## config.mk

```make
export PLATFORM = sky130hd
export DESIGN_NAME = datapath_sequencer
export DESIGN_NICKNAME = d
export VERILOG_FILES = /design/src/rtl/datapath_sequencer.sv
export SDC_FILE = /design/constraint.sdc
export NUM_CORES = 1
export LEC_CHECK = 0
export ABC_AREA = 1
export ABC_CLOCK_PERIOD_IN_PS = 3550
export CORE_MARGIN = 3
export CORE_UTILIZATION = 45
export CTS_CLUSTER_SIZE = 40
export DETAILED_ROUTE_END_ITERATION = 12
export PLACE_DENSITY = 0.79
export SYNTH_ARGS = -nofsm -noshare
export SYNTH_HDL_FRONTEND = slang
export SYNTH_SLANG_ARGS = --single-unit
export TNS_END_PERCENT = 50
```

## constraint.sdc

```tcl
create_clock -name clk -period 3.55 [get_ports clk]
set_clock_uncertainty 0.05 [all_clocks]
set_input_delay 0.71 -clock clk [delete_from_list [all_inputs] [get_ports clk]]
set_output_delay 0.71 -clock clk [all_outputs]
set_load 0.005 [all_outputs]
```

## src/rtl/datapath_sequencer.sv

```systemverilog
// datapath_sequencer: fetches 16-bit instructions from a synchronous ROM and steps the
// DataSelect/ALU/register-file datapath through SELECT, EXEC and WRITE for each ALU instruction.
module datapath_sequencer #(
    parameter int PC_W  = 8,
    parameter int IMM_W = 8
) (
    input  logic             clk,
    input  logic             rst,
    input  logic             start,
    output logic [PC_W-1:0]  rom_addr,
    input  logic [15:0]      rom_data,
    output logic [2:0]       ra_addr,
    output logic [2:0]       rb_addr,
    output logic             ctl,
    output logic [IMM_W-1:0] romx,
    output logic [3:0]       alu_op,
    input  logic             alu_zero,
    output logic [2:0]       wr_addr,
    output logic             wr_en,
    output logic             busy,
    output logic             done,
    output logic [PC_W-1:0]  pc
);
    typedef enum logic [2:0] {IDLE, FETCH, DECODE, SELECT, EXEC, WRITE, HALT} state_t;
    state_t           state_q, state_d;
    logic [PC_W-1:0]  pc_q, pc_d;
    logic [2:0]       ra_q, ra_d, rb_q, rb_d, wa_q, wa_d;
    logic [IMM_W-1:0] romx_q, romx_d;
    logic [3:0]       alu_op_q, alu_op_d;
    logic             ctl_q, ctl_d, zf_q, zf_d, wr_en_q, wr_en_d;
    logic             busy_q, busy_d, done_q, done_d;
    logic [3:0]       op;
    logic [PC_W-1:0]  pc_inc, target;
    logic             is_exec;
    assign op      = rom_data[15:12];
    assign pc_inc  = pc_q + PC_W'(1);
    assign target  = PC_W'(rom_data[7:0]);
    assign is_exec = (op != 4'h0) && (op <= 4'h9);
    // Controls are loaded from the ROM word as DECODE ends so they are already stable throughout SELECT.
    always_comb begin
        state_d  = state_q;
        pc_d     = pc_q;
        ra_d     = ra_q;
        rb_d     = rb_q;
        wa_d     = wa_q;
        romx_d   = romx_q;
        alu_op_d = alu_op_q;
        ctl_d    = ctl_q;
        zf_d     = zf_q;
        busy_d   = busy_q;
        wr_en_d  = 1'b0;
        done_d   = 1'b0;
        case (state_q)
            IDLE: if (start) begin
                pc_d    = '0;
                busy_d  = 1'b1;
                state_d = FETCH;
            end
            FETCH: state_d = DECODE;
            DECODE: begin
                if (is_exec) begin
                    ra_d     = (op == 4'h9) ? rom_data[11:9] : rom_data[8:6];
                    rb_d     = rom_data[5:3];
                    wa_d     = rom_data[11:9];
                    ctl_d    = op[3];
                    romx_d   = IMM_W'(rom_data[7:0]);
                    alu_op_d = (op == 4'h8) ? 4'h8 : (op == 4'h9) ? 4'h1 : {1'b0, op[2:0]};
                    state_d  = SELECT;
                end else if (op == 4'hF) begin
                    done_d  = 1'b1;
                    state_d = HALT;
                end else begin
                    pc_d    = (op == 4'hA || (op == 4'hB && zf_q)) ? target : pc_inc;
                    state_d = FETCH;
                end
            end
            SELECT: state_d = EXEC;
            EXEC: begin
                wr_en_d = 1'b1;
                state_d = WRITE;
            end
            WRITE: begin
                zf_d    = alu_zero;
                pc_d    = pc_inc;
                state_d = FETCH;
            end
            HALT: begin
                busy_d  = 1'b0;
                state_d = IDLE;
            end
            default: state_d = IDLE;
        endcase
    end
    always_ff @(posedge clk or posedge rst) begin
        if (rst) begin
            state_q  <= IDLE;
            pc_q     <= '0;
            ra_q     <= '0;
            rb_q     <= '0;
            wa_q     <= '0;
            romx_q   <= '0;
            alu_op_q <= '0;
            ctl_q    <= 1'b0;
            zf_q     <= 1'b0;
            wr_en_q  <= 1'b0;
            busy_q   <= 1'b0;
            done_q   <= 1'b0;
        end else begin
            state_q  <= state_d;
            pc_q     <= pc_d;
            ra_q     <= ra_d;
            rb_q     <= rb_d;
            wa_q     <= wa_d;
            romx_q   <= romx_d;
            alu_op_q <= alu_op_d;
            ctl_q    <= ctl_d;
            zf_q     <= zf_d;
            wr_en_q  <= wr_en_d;
            busy_q   <= busy_d;
            done_q   <= done_d;
        end
    end
    assign rom_addr = pc_q;
    assign pc       = pc_q;
    assign ra_addr  = ra_q;
    assign rb_addr  = rb_q;
    assign wr_addr  = wa_q;
    assign romx     = romx_q;
    assign alu_op   = alu_op_q;
    assign ctl      = ctl_q;
    assign wr_en    = wr_en_q;
    assign busy     = busy_q;
    assign done     = done_q;
endmodule

```

After elaboration in Yosys (flattened, before gate mapping). Index checks and enable logic that the tools add are counted. Widths: inputs -> output; s select.

Bits in registers: 37. Output and inout port bits: 41.

Add/subtract/negate cells: 1. $lt $le $gt $ge: 1. Eq/ne operators: 14. Mux-type cells: 18. Reduce and logical (&&, ||, !) cells: 10.

Operator list (number): $mux 8 (4); $pmux 8 s3 (1); $eq 4x4->1 const B (5); $pmux 3 s6 (1); $mux 3 (5); $eq 3x3->1 const B (3); $add 8x1->8 const B (1); $eq 3x2->1 const B (2); $ne 2x2->1 const B (3); $mux 1 (5); $le 4x4->1 const B (1); $mux 4 (1); $reduce_and 2->1 (2); $reduce_and 4->1 (1); $reduce_bool 4->1 (1); $eq 3x1->1 const B (1); $logic_not 3->1 (1); $reduce_bool 3->1 (1); $logic_and 1x1->1 (2); $pmux 1 s2 (1); $reduce_bool 2->1 (1); $logic_or 1x1->1 (1).

Longest topological paths before layout.
Word-level depth: 7. Mapped depth: 9. Gate-level depth less buffers: 9.

Worst setup path before layout. OpenSTA, ideal clock, no wires.

Path type: input port to flip-flop. From: input port rom_data[15]. To: register wa_q[0] (netlist: wr_addr[0]). Arrival time: 1.539 ns. Required time: 3.383 ns. Setup slack: 1.844 ns. Cell stages on the path: 8. Cell sequence: inv_2 nor2_1 nand2_1 a21oi_2 inv_2 buf_6 nand2_1 o21ai_2.

Word-level cells in the longest chain between the ends: 3. Elaborated cells on any way between the ends: 4.

RTL lines: start, declared (RTL line 11) `input logic [15:0] rom_data,`; $le 4x4->1 or $reduce_bool 4->1 (tied branches) (RTL line 38) `assign is_exec = (op != 4'h0) && (op <= 4'h9);`; $logic_and 1x1->1 (*) (RTL line 38); $reduce_and 2->1 (no source line) (*); end signal, assigned (RTL line 113) `wa_q <= wa_d;`; end, declared (RTL line 27) `logic [2:0] ra_q, ra_d, rb_q, rb_d, wa_q, wa_d;`.

Mark *: on every way between the ends. The rest lies on a longest branch, timed or not. A chain may end at the register's enable or synchronous reset.

Worst setup path after layout.
From: input port rom_data[15]. To: register ra_q[1] (netlist: ra_addr[1]).

Word-level cells in the longest chain between the ends: 3. Elaborated cells on any way between the ends: 6.

RTL lines: $le 4x4->1 or $reduce_bool 4->1 (tied branches) (RTL line 38); $logic_and 1x1->1 (RTL line 38); $reduce_and 2->1 (no source line); end signal, assigned (RTL line 111) `ra_q <= ra_d;`; end, declared (RTL line 27).

Parallel ways exist; a longest one is shown, timed or not.

==> results.txt <==
----------------------------------------------------
[Floorplan]
  Standard-cell rows ... 22
  Horizontal die dimension ... 69.58 um
  Die area ... 4841 sq um
  Placeable core region ... 3771 sq um
  Top Ports ... 61
  Initial Util ... 48.24%
  Y dimension of the die ... 69.58 um

[Critical path]
  Type of destination of the critical path ... flop
  Launch instance of the worst register-to-register path ... state_q[0]
  Reg2Reg Setup Slack ... 1470 ps
  Cell type of the slowest stage on the worst timing path ... sky130_fd_sc_hd__clkdlybuf4s50_1
  Critical Path Source Type ... input port
  WS Path Type ... input port to flop
  CP peak stage delay ... 510 ps
  Critical Path AT ... 2700 ps
  Origin of the worst setup path ... rom_data[15]
  Worst endpoint required time ... 3660 ps
  Endpoint of the worst-slack reg-to-reg timing path ... ra_addr[1]
  Number of cells traversed by the worst register-to-register path ... 6
  Crit-path cells ... clkdlybuf4s50_1 -> inv_2 -> nor2_1 -> nand2_1 -> a21oi_2 -> inv_2 -> nand2_1 -> o21ai_2
  Worst-path maximum fanout ... 27

[Clocking]
  Setup Buffers After CTS ... 0
  CTS tree ... done
  Maximum buffer depth of the clock tree ... 2
  CTS root buf ... sky130_fd_sc_hd__clkbuf_8
  Number of gates given a new drive strength after cts ... 0
  Hold buffer count at CTS ... 0
  Clock latency of the later-clocked register in the worst-skew pair ... 290 ps
  # H-tree levels ... 2
  Number of buffers inserted during clock tree synthesis ... 5
  Clock Pin Slew Worst Setup and Hold Paths ... 70 ps
  Clock sink count ... 34

[Placed design]
  Hpwl dp ... 2982 um
  Final RePlAce weighted congestion ... 0.8504
  Count of port buffers added during placement ... 60

[Power]
  Share of total power in combinational logic ... 41.8%
  Switch share ... 34.25%
  Static leakage ... 1.243 nW
  Power density of the placed cells ... 680.9 nW/um^2
  Register share of total power ... 37.6%
  Power dissipated by switching net loads ... 0.5798 mW
  Clock power share ... 20.6%
  Peak supply drop ... 0.4280 mV
  Total Power Consumption ... 1.693 mW
  Design internal power ... 1.113 mW

[Logic synthesis]
  Yosys warnings ... 0
  Share of synthesized cell area in and, or, nand and nor gates ... 32.81%
  Number of synthesized register bits ... 34
  Multiplexer share of the synthesized area ... 0%
  Arithmetic-cell share of the synthesized area counting full adders, half adders and majority gates ... 0.6878%
  Number of cells produced by synthesis ... 240
  Dominant combinational cell family by area after synthesis ... simple AND/OR/NAND/NOR gates
  Distinct cell type count of the synthesized netlist ... 25
  XOR/XNOR Fraction of Synth Area ... 0.9629%
  Sequential fraction of the synthesis area ... 46.77%
  Synthesized net count ... 261
  Post-synthesis average cell area ... 7.580 sq um
  Fraction of the mapped netlist area in compound gates ... 7.772%
  Area of the mapped netlist ... 1819 sq um

[Timing]
  Max Transition Viols Final ... 0
  Final worst path period need ... 2587 ps
  Worst Tran Pin Value ... 510.4 ps
  RSZ-0062 raised after global routing ... false
  Share of the clock period used by the worst path after layout ... 72.87%
  # setup viols final ... 0
  Fin. Hold Viols ... 0
  Slew margin rel. ... 65.97%
  Final sum of negative setup slack ... 0 ps
  Peak clock frequency supported by timing ... 0.3866 GHz

[GRT]
  Number of global-route vias before repair ... 1589
  Total GRT Usage ... 17.51%
  Remaining Overflow, GRT ... 0
  Global-route wire length before repair ... 6851 um
  Number of antenna violations at the first check in global routing ... 0
  Maximum number of pins on one net before global-route repair ... 35

[Final layout]
  Layout cells sized above 1 ... 9.153%
  Final Core Density ... 65.93%
  Growth of design area from synthesis to finish ... 36.66%
  Net total in the final layout ... 315
  Antenna Cells ... 0
  Multi-input gate area in the final layout ... 768.2 sq um
  Sequential cell area in the final layout ... 850.8 sq um
  Fill cell instance count of the final layout ... 347

[Worst hold path]
  Tightest Hold Check Type ... flop to flop
  Startpoint of the most critical hold path ... romx[1]
  Endpoint, Worst Hold ... romx[1]
  Cell depth of the worst hold path ... 2

[Status]
  Status ... finished, final reports clean

[Detailed routing]
  Remaining antenna violation count after routing ... 0
  First-pass detailed-route iteration total ... 4
  Avg Vias per Cell ... 4.828
  Total DRC errors in the routed layout ... 0
  Via count ... 1656
  Routed len/inst ... 11.69 um
  Count of routing violations after the opening detailed-route iteration ... 81
  Final Routed Wirelength ... 4011 um

[Job]
  Max cap viols ... 0

----------------------------------------------------
-- worst max path at each step --
stage / endpoint
6_report: ra_addr[1]
5_1_grt: ra_addr[1]
3_3_place_gp: ctl
3_5_place_dp: alu_op[2]
2_1_floorplan: wr_addr[0]
4_1_cts: ra_addr[1]
-- synthesized netlist by cell type, drive strengths merged --
cell    instances  area (sq um)
a21oi           2         13.76
inv            23         86.33
o21ai          15         105.1
buf            14         110.1
nand2         115         439.2
a31oi           2         12.51
xor2            1         8.760
nand4           3         18.77
or2             1         6.260
nor3            1         16.27
nand3b          1         7.510
xnor2           1         8.760
ha              1         12.51
nor2           11         43.80
dfrtp          34         850.8
nand3          13         65.06
clkinv          1         3.750
a32o            1         10.01
-- power by group through the flow --
| stage | Combinational (mW) | Clock [mW] | Sequential, mW |
|---|---|---|---|
| 6_report | 0.708 | 0.349 | 0.636 |
| 5_1_grt | 0.781 | 0.374 | 0.657 |
| 4_1_cts | 0.718 | 0.359 | 0.636 |
| 3_5_place_dp | 0.713 | 0 | 0.640 |
| 3_3_place_gp | 0.697 | 0 | 0.638 |
| 2_1_floorplan | 0.375 | 0 | 0.635 |
-- cell usage in the layout, fill, tap and decap left out --
cell / netlist / layout
sky130_fd_sc_hd__o21ai_0: 7 / 7
sky130_fd_sc_hd__dfrtp_1: 34 / 34
sky130_fd_sc_hd__a31oi_1: 2 / 2
sky130_fd_sc_hd__clkinv_2: 0 / 2
sky130_fd_sc_hd__inv_2: 5 / 5
sky130_fd_sc_hd__xnor2_1: 1 / 1
sky130_fd_sc_hd__nand3b_1: 1 / 1
sky130_fd_sc_hd__nand2_4: 1 / 1
sky130_fd_sc_hd__a32o_1: 1 / 1
sky130_fd_sc_hd__nor3_4: 1 / 1
sky130_fd_sc_hd__nand3_1: 13 / 13
sky130_fd_sc_hd__nor2_2: 1 / 1
sky130_fd_sc_hd__inv_1: 18 / 18
sky130_fd_sc_hd__nand4_1: 3 / 3
sky130_fd_sc_hd__nor2_1: 10 / 10
sky130_fd_sc_hd__buf_4: 11 / 1
sky130_fd_sc_hd__xor2_1: 1 / 1
sky130_fd_sc_hd__clkdlybuf4s50_1: 0 / 60
sky130_fd_sc_hd__a21oi_1: 1 / 1
sky130_fd_sc_hd__clkinv_1: 1 / 1
sky130_fd_sc_hd__a21oi_2: 1 / 1
sky130_fd_sc_hd__bufinv_16: 0 / 1
sky130_fd_sc_hd__ha_1: 1 / 1
sky130_fd_sc_hd__or2_2: 1 / 1
sky130_fd_sc_hd__o21ai_2: 8 / 8
sky130_fd_sc_hd__nand2_1: 114 / 114
sky130_fd_sc_hd__clkbuf_8: 0 / 5
-- flip-flops by register name, summed over array words and instances, names as in the netlist --
signal / cells
pc: 8
romx: 6
alu_op: 4
ra_addr: 3
state_q: 3
wr_addr: 3
rb_addr: 2
busy: 1
ctl: 1
done: 1
wr_en: 1
zf_q: 1
-- critical path, delay by kind of cell --
kind	cells	cell delay [ps]
AO/OA/AOI/OAI	2	520
buffers and inverters	3	920
AND/OR/NAND/NOR	3	530
-- final cells by class --
type | count | share of cell area (%)
clock buffer | 5 | 2.768
clock inverter | 3 | 1.610
inverter | 24 | 3.624
multi-input combinational | 168 | 30.90
sequential | 34 | 34.22
tap | 48 | 2.416
timing repair buffer | 61 | 24.46
-- routing by layer --
layer,vias up,part of all wire (%),GRT usage [%]
li1,842,-,-
met1,746,44,21.81
met2,62,49,29.13
met5,-,0,0
met4,0,1.1,4.989
met3,6,6.0,5.507
-- through the flow --
step	setup WS [ps]	instance area [sq um]	instances	hold WS, ps
floorplan	1844	1819	240	415.0
global placement	825.8	2377	335	414.0
detailed placement	754.2	2377	335	415.7
CTS	1015	2486	343	433.1
global route	754.3	2486	343	446.9
finish	963.3	2486	343	433.8
-- cells by family (layout without fill, tap and decap cells) --
family | after synthesis | in the layout
adders and majority gates | 1 | 1
xor gates and xnor gates | 2 | 2
buffers and inverters | 38 | 93
AOI/OAI and AO/OA | 20 | 20
and+or+nand+nor | 145 | 145
DFF | 34 | 34
Note: power is estimated with default switching activity, not from simulation.
